<file path="src/rtl/posit_op_sequencer_pkg.sv">
// posit_soc_pkg: shared state type, PIO bit map and NaR helper
// for the glue between the HPS PIO exports and the posit adder.
package posit_soc_pkg;

    typedef enum logic {
        IDLE = 1'b0,
        WAIT = 1'b1
    } seq_state_e;

    localparam int STAT_ACK     = 0;
    localparam int STAT_BUSY    = 1;
    localparam int STAT_OVR     = 2;
    localparam int STAT_NAR     = 3;
    localparam int STAT_CNT_LSB = 16;

    localparam int CTRL_REQ = 0;
    localparam int CTRL_CLR = 1;

    localparam int NAR_MAX_W = 64;

    // NaR is the sign bit alone: 1 followed by width-1 zeros.
    function automatic logic [NAR_MAX_W-1:0] nar_pattern(
        input int unsigned width
    );
        logic [NAR_MAX_W-1:0] p;
        p = NAR_MAX_W'(1) << (width - 1);
        return p;
    endfunction

endpackage

</file>
<file path="src/rtl/posit_op_sequencer.sv">
// posit_op_sequencer: turns level PIO writes into a toggle req/ack
// transaction around the posit adder and publishes result and status.
module posit_op_sequencer
    import posit_soc_pkg::*;
#(
    parameter int WIDTH     = 32,
    parameter int LATENCY   = 0,
    parameter int CNT_WIDTH = 16
) (
    input  logic             clock,
    input  logic             reset,
    input  logic [WIDTH-1:0] io_num1,
    input  logic [WIDTH-1:0] io_num2,
    input  logic [31:0]      io_ctrl,
    output logic [WIDTH-1:0] io_addNum1,
    output logic [WIDTH-1:0] io_addNum2,
    input  logic [WIDTH-1:0] io_addResult,
    output logic [WIDTH-1:0] io_result,
    output logic [31:0]      io_status
);

    localparam int CW = (LATENCY > 0) ? $clog2(LATENCY + 1) : 1;
    localparam logic [CW-1:0]    CNT_INIT = CW'(LATENCY);
    localparam logic [WIDTH-1:0] NAR      = WIDTH'(nar_pattern(WIDTH));

    seq_state_e state_q, state_d;

    logic                 req_seen_q, req_seen_d;
    logic [CW-1:0]        cnt_q, cnt_d;
    logic [WIDTH-1:0]     op1_q, op1_d;
    logic [WIDTH-1:0]     op2_q, op2_d;
    logic [WIDTH-1:0]     res_q, res_d;
    logic                 ack_q, ack_d;
    logic                 busy_q, busy_d;
    logic                 ovr_q, ovr_d;
    logic                 nar_q, nar_d;
    logic [CNT_WIDTH-1:0] ops_q, ops_d;

    logic req;
    logic clr;
    logic pending;
    logic ctrl_unused;

    assign req         = io_ctrl[CTRL_REQ];
    assign clr         = io_ctrl[CTRL_CLR];
    assign pending     = req != req_seen_q;
    assign ctrl_unused = ^io_ctrl[31:2];

    always_ff @(posedge clock or posedge reset) begin
        if (reset) begin
            state_q    <= IDLE;
            req_seen_q <= 1'b0;
            cnt_q      <= '0;
            op1_q      <= '0;
            op2_q      <= '0;
            res_q      <= '0;
            ack_q      <= 1'b0;
            busy_q     <= 1'b0;
            ovr_q      <= 1'b0;
            nar_q      <= 1'b0;
            ops_q      <= '0;
        end else begin
            state_q    <= state_d;
            req_seen_q <= req_seen_d;
            cnt_q      <= cnt_d;
            op1_q      <= op1_d;
            op2_q      <= op2_d;
            res_q      <= res_d;
            ack_q      <= ack_d;
            busy_q     <= busy_d;
            ovr_q      <= ovr_d;
            nar_q      <= nar_d;
            ops_q      <= ops_d;
        end
    end

    always_comb begin
        state_d    = state_q;
        req_seen_d = req_seen_q;
        cnt_d      = cnt_q;
        op1_d      = op1_q;
        op2_d      = op2_q;
        res_d      = res_q;
        ack_d      = ack_q;
        busy_d     = busy_q;
        ovr_d      = ovr_q;
        nar_d      = nar_q;
        ops_d      = ops_q;

        unique case (state_q)
            IDLE: begin
                if (pending) begin
                    op1_d      = io_num1;
                    op2_d      = io_num2;
                    req_seen_d = req;
                    cnt_d      = CNT_INIT;
                    busy_d     = 1'b1;
                    state_d    = WAIT;
                end
            end
            WAIT: begin
                // Any edge seen mid-operation is lost work for software.
                if (pending) begin
                    ovr_d = 1'b1;
                end
                if (cnt_q != '0) begin
                    cnt_d = cnt_q - 1'b1;
                end else begin
                    res_d   = io_addResult;
                    nar_d   = io_addResult == NAR;
                    ack_d   = req_seen_q;
                    busy_d  = 1'b0;
                    ops_d   = ops_q + 1'b1;
                    state_d = IDLE;
                end
            end
        endcase

        // Clear wins over a same-edge increment or overrun.
        if (clr) begin
            ovr_d = 1'b0;
            ops_d = '0;
        end
    end

    assign io_addNum1 = op1_q;
    assign io_addNum2 = op2_q;
    assign io_result  = res_q;

    always_comb begin
        io_status                                = '0;
        io_status[STAT_ACK]                      = ack_q;
        io_status[STAT_BUSY]                     = busy_q;
        io_status[STAT_OVR]                      = ovr_q;
        io_status[STAT_NAR]                      = nar_q;
        io_status[STAT_CNT_LSB +: CNT_WIDTH]     = ops_q;
    end

endmodule
</file>
<file path="config.mk">
export PLATFORM = sky130hd
export DESIGN_NAME = posit_op_sequencer
export DESIGN_NICKNAME = d
export VERILOG_FILES = /design/src/rtl/posit_op_sequencer_pkg.sv /design/src/rtl/posit_op_sequencer.sv
export SDC_FILE = /design/constraint.sdc
export NUM_CORES = 1
export LEC_CHECK = 0
export CAP_MARGIN = 20
export CORE_UTILIZATION = 42
export DETAILED_ROUTE_END_ITERATION = 6
export MAX_ROUTING_LAYER = met4
export PLACE_DENSITY_LB_ADDON = 0.1
export SLEW_MARGIN = 20
export SYNTH_ARGS = -nofsm -noshare
export SYNTH_HDL_FRONTEND = slang
export SYNTH_SLANG_ARGS = --single-unit
</file>
<file path="constraint.sdc">
create_clock -name clock -period 11 [get_ports clock]
set_input_delay 1.1 -clock clock [delete_from_list [all_inputs] [get_ports clock]]
set_output_delay 1.1 -clock clock [all_outputs]
set_load 0.02 [all_outputs]
</file>
==> results.toml, run 1 <==
[finish]
final_cell_mix = "clkdlybuf4s50_1, dfrtp_1, mux2_2"
mostFrequentLayoutCell = "clkdlybuf4s50_1"
area_growth_pct = 56.5
regArea_sq_mm = 0.00295
drive_gt1_share_pct = 23.8
antenna_cells = 0
nets = 678
multi_input_area_sq_mm = 0.00164
n_fill_cell = 840

[floorplanning]
die_area_sq_mm = 0.0119
ios = 258
chipWidth_microns = 109
start_util_pct = 43.7
num_rows = 38
core-area_sq_mm = 0.0110
die_y_microns = 109

[setup_path]
path_max_fanout = 61
crit_required_ps = 11290
start_kind = "input pin"
worst-endpoint-arrival_ps = 3160
path_class = "input pin to flip-flop"
end_kind = "flip-flop"

[yosys]
async_flop_share_pct = 100
synth_edf_count = 0
synthFlopType = "dfrtp_1"
ys_seq_elements = 118
ys_seq_area_share_pct = 61.6
syn_inst = 330
synth_area_sq_mm = 0.00480
yosysWarnings = 0
ys_types = 31
avgSynthCellArea_sq_um = 14.5

[flow_run]
max_cap_viol_count = 0

[placement]
routabilityCongestion = 0.727
dp_hpwl_microns = 8170
port_buffers = 215

[clocking]
cts_made_buffers = 17
clock_latency_ps = 410
clk_path_buf_depth = 2
cts_resized = 0
post_cts_buffers = 0
clk_pin_slew_worst_paths_ps = 50
h-tree-depth = 4
cts-root-buf = "clkbuf_16"
cts_tree = "built"
numClockSinks = 118
postCtsHoldBufs = 0

[sta]
relSlewSlack_pct = 37.3
tns_ps = 0
hold_viol = 0
finalCriticalPeriod_ps = 2870
finalCritPeriodShare_pct = 26.1
rsz0062_at_grt = "no"
slew_violations = 0
whs_ps = 500
fmax_ghz = 0.348
finalSetupViolations = 0
skew_ps = 8.03
tightest_slew_ps = 941

[global_route]
antenna_found_initial = 0
grt_pass1_wl_microns = 17100
grt_max_degree = 73
gr-total-overflow = 0
grtUsageTotal_pct = 20.4
grt_pass1_vias = 3520

[route]
wl_per_cell_microns = 16.2
drc = 0
vias = 3363
first_iter_violations = 98
finalWirelength_microns = 11300
viasPerCell = 4.82
firstDrtPassIters = 4
postRouteAntennaNets = 0

[power_and_ir_drop]
vdd_drop_max_mv = 0.181
p_leak_uw = 0.00309
p_per_area_mw_per_mm2 = 305

[run_status]
status = "finished, final reports clean"

[worst_hold_path]
hp-class = "flip-flop to flip-flop"
state kept, by name, summed over array words and instances (netlist names):
name,cells
ovr_q,1
ops_q,16
io_addNum1,32
io_addNum2,32
req_seen_q,1
state_q,1
io_result,32
busy_q,1
ack_q,1
nar_q,1
critical path, stage by stage:
cell	delay, ps
clkdlybuf4s50_1	490
xor2_1	230
and2b_2	250
buf_4	620
mux2_2	410
stage by stage:
step                      utilization, %  cell area, sq um  setup WS, ps  std cells  total power (uW)
final                               68.4              7510          8130        698              2290
after global routing                68.4              7510          8040        698              2410
after CTS                           68.4              7510          8140        698              2320
after detailed placement            63.4              6960          7720        668              1800
after global placement              63.4              6960          7750        668              1780
after floorplan                        -              4840          6770        341              1340
layout make-up:
type | count | share of cell area [%]
sequential | 118 | 39.3
tap | 140 | 2.33
timing repair buffer | 217 | 28.9
clock inverter | 4 | 0.600
multi-input combinational | 187 | 21.9
inverter | 6 | 0.333
clock buffer | 26 | 6.65
final timing paths:
kind | slack [ps] | cells after the start | startpoint | end
max | 8130 | 5 | io_ctrl[0] | io_addNum2[13]
min | 500 | 1 | io_addNum2[17] | io_addNum2[17]
max reg2reg | 8630 | 3 | state_q | io_addNum2[13]
min reg2reg | 500 | 1 | io_addNum2[17] | io_addNum2[17]
max in group asynchronous | 8520 | 3 | reset | state_q
min in group asynchronous | 1130 | 2 | reset | io_addNum2[30]
report_power, final:
part / internal, uW / switching (uW) / leakage, uW / total [uW]
combinational: 571 / 462 / 0.00140 / 1030
sequential: 631 / 123 / 0.00142 / 754
clock: 330 / 175 / 0.000270 / 505
per-layer routing:
layer  up-vias  wire length, microns  GRT usage [%]
li1       1562                     -              -
met1      1648                  4470           21.8
met2       136                  5770           33.2
met3        17                   884           7.83
met4         0                   210           9.56
met5         -                     0              -
cells in the mapped netlist (2+ instances only):
master	n	area, sq um
or4_1	2	15.0
buf_6	5	56.3
o21ai_0	3	15.0
dfrtp_1	118	2950
nor3_1	5	25.0
mux2_2	98	1100
buf_4	18	135
nand3_1	4	20.0
inv_1	6	22.5
nor4_2	2	25.0
buf_2	4	20.0
clkbuf_1	2	7.51
nor2_1	19	71.3
xnor2_1	8	70.1
nor2b_1	2	12.5
nand2_1	5	18.8
nor4_1	5	31.3
xor2_1	5	43.8
nand4_1	6	37.5
a21oi_1	2	10.0
cell families after synthesis:
family / after synthesis / synth area share [%]
adders and majority gates: 1 / 0.261
AOI/OAI and AO/OA: 7 / 0.991
and+or+nand+nor: 55 / 6.42
DFF: 118 / 61.6
muxes: 99 / 23.2
xor gates and xnor gates: 13 / 2.37
other: 1 / 0.0782
buffers and inverters: 36 / 5.11
No activity file was read; power rests on OpenSTA's default activity.
==> inputs of run 2 (changes only) <==
--- a/config.mk
+++ b/config.mk
@@ -6,7 +6,7 @@
 export NUM_CORES = 1
 export LEC_CHECK = 0
 export CAP_MARGIN = 20
-export CORE_UTILIZATION = 42
+export CORE_UTILIZATION = 39
 export DETAILED_ROUTE_END_ITERATION = 6
 export MAX_ROUTING_LAYER = met4
 export PLACE_DENSITY_LB_ADDON = 0.1
==> constraint.sdc (replaced) <==
create_clock -name clock -period 2.9 [get_ports clock]
set_input_delay 0.29 -clock clock [delete_from_list [all_inputs] [get_ports clock]]
set_output_delay 0.29 -clock clock [all_outputs]
set_load 0.02 [all_outputs]
==> run 2 against run 1 <==
  * Worst setup slack got worse by 7100 ps
  * Critical path type is now flip-flop to output pin
  * Wire length decreased by 1.8%
  * Largest cell class unchanged
  * Clock skew decreased by 4.3 ps
  * Global-route usage decreased by 1.1 points
  * Hold slack got worse by 260 ps
  * Flip-flop and latch count unchanged
  * Combinational power increased to 3.9 times the previous value
==> results.toml, run 2 (synthesis results as in run 1) <==
[run_status]
status = "finished, final reports clean"

[route]
viasPerCell = 4.83
firstDrtPassIters = 4
wl_per_cell_microns = 15.7
vias = 3427
postRouteAntennaNets = 0
drc = 0
first_iter_violations = 151
finalWirelength_microns = 11100

[power_and_ir_drop]
vdd_drop_max_mv = 0.615
p_per_area_mw_per_mm2 = 1180
p_leak_uw = 0.00315

[setup_path]
crit_path_max_incr_delay_ps = 660
crit_required_ps = 2610
path_class = "flip-flop to output pin"
end_kind = "output pin"
start_kind = "flip-flop"
critical_path_buf_inv_count = 1
worst-endpoint-arrival_ps = 1560
critical_path.cell_chain = "clkdlybuf4s50_1"
path_delay_family = "buffers and inverters"
cp_slowest_cell = "clkdlybuf4s50_1"
path_max_fanout = 6

[clocking]
cts-root-buf = "clkbuf_16"
post_cts_buffers = 0
postCtsHoldBufs = 0
cts_made_buffers = 17
clk_pin_slew_worst_paths_ps = 50
cts_tree = "built"
numClockSinks = 118
clk_path_buf_depth = 2
cts_resized = 0
h-tree-depth = 4
clock_latency_ps = 410

[sta]
fmax_ghz = 0.540
finalCriticalPeriod_ps = 1850
tns_ps = 0
finalSetupViolations = 0
tightest_slew_ps = 710
hold_viol = 0
slew_violations = 0
worst_slack_ps = 1050
rsz0062_at_grt = "no"
skew_ps = 3.69
relSlewSlack_pct = 52.5
finalCritPeriodShare_pct = 63.9

[floorplanning]
core-area_sq_mm = 0.0120
num_rows = 40
die_y_microns = 113
ios = 258
chipWidth_microns = 113
start_util_pct = 39.9
die_area_sq_mm = 0.0127

[flow_run]
max_cap_viol_count = 0

[finish]
antenna_cells = 0
drive_gt1_share_pct = 24.9
nets = 680
mostFrequentLayoutCell = "clkdlybuf4s50_1"
fin_util_pct = 63.7
area_growth_pct = 59.6
final_cell_mix = "clkdlybuf4s50_1, dfrtp_1, mux2_2"
n_fill_cell = 948

[global_route]
grt_busiest_layer = "met2"
grt_pass1_vias = 3538
antenna_found_initial = 0
grtUsageMet3_pct = 6.91
gr-total-overflow = 0
grt_max_degree = 68
grt_use_met2_pct = 28.9
grt_pass1_wl_microns = 17900
grtUsageTotal_pct = 19.3
grt.met1_usage_pct = 22.5

[placement]
pre_cts_ws_ps = 807
port_buffers = 215
routabilityCongestion = 0.742
dp_hpwl_microns = 7910

[worst_hold_path]
hp-class = "input pin to asynchronous set/reset pin"
## run 2: per-layer routing
layer  vias up  wire length, microns
met5         -                     0
met1      1685                  4500
li1       1573                     -
met3        25                   842
met4         0                   364
met2       144                  5410
## run 2: final timing paths
check / depth (start not counted) / from / end / slack, ps
min in group clock: 2 / io_num2[27] / io_addNum2[27] / 490
worst max register to register: 4 / req_seen_q / io_addNum2[15] / 1220
max in group asynchronous: 3 / reset / io_addNum2[27] / 1900
worst max-delay path: 1 / ops_q[2] / io_status[18] / 1050
worst min register to register: 1 / io_addNum1[28] / io_addNum1[28] / 500
worst min-delay path: 2 / reset / io_addNum1[12] / 240
## run 2: cell type report
class                           count  area (sq um)  share of cell area (%)
Sequential cell                   118          2950                    38.6
Timing Repair Buffer              219          2210                    28.8
Multi-Input combinational cell    187          1640                    21.4
Clock buffer                       24           502                    6.55
Tap cell                          147           184                    2.40
Clock inverter                      8           143                    1.86
Inverter                            6          26.3                   0.343
## run 2: power breakdown
part	total, uW	switching, uW	internal (uW)
Clock	2250	705	1550
Sequential	2780	381	2390
Combinational	4040	1850	2190
Total	9060	2930	6130
## run 2: metrics by stage
stage	hold WS, ps	power (uW)	cell area, sq um	std cells
floorplan	420	5080	4840	341
global placement	484	6790	7010	677
detailed placement	495	6880	7010	677
CTS	230	9180	7660	709
global route	260	9500	7660	709
finish	241	9060	7660	709
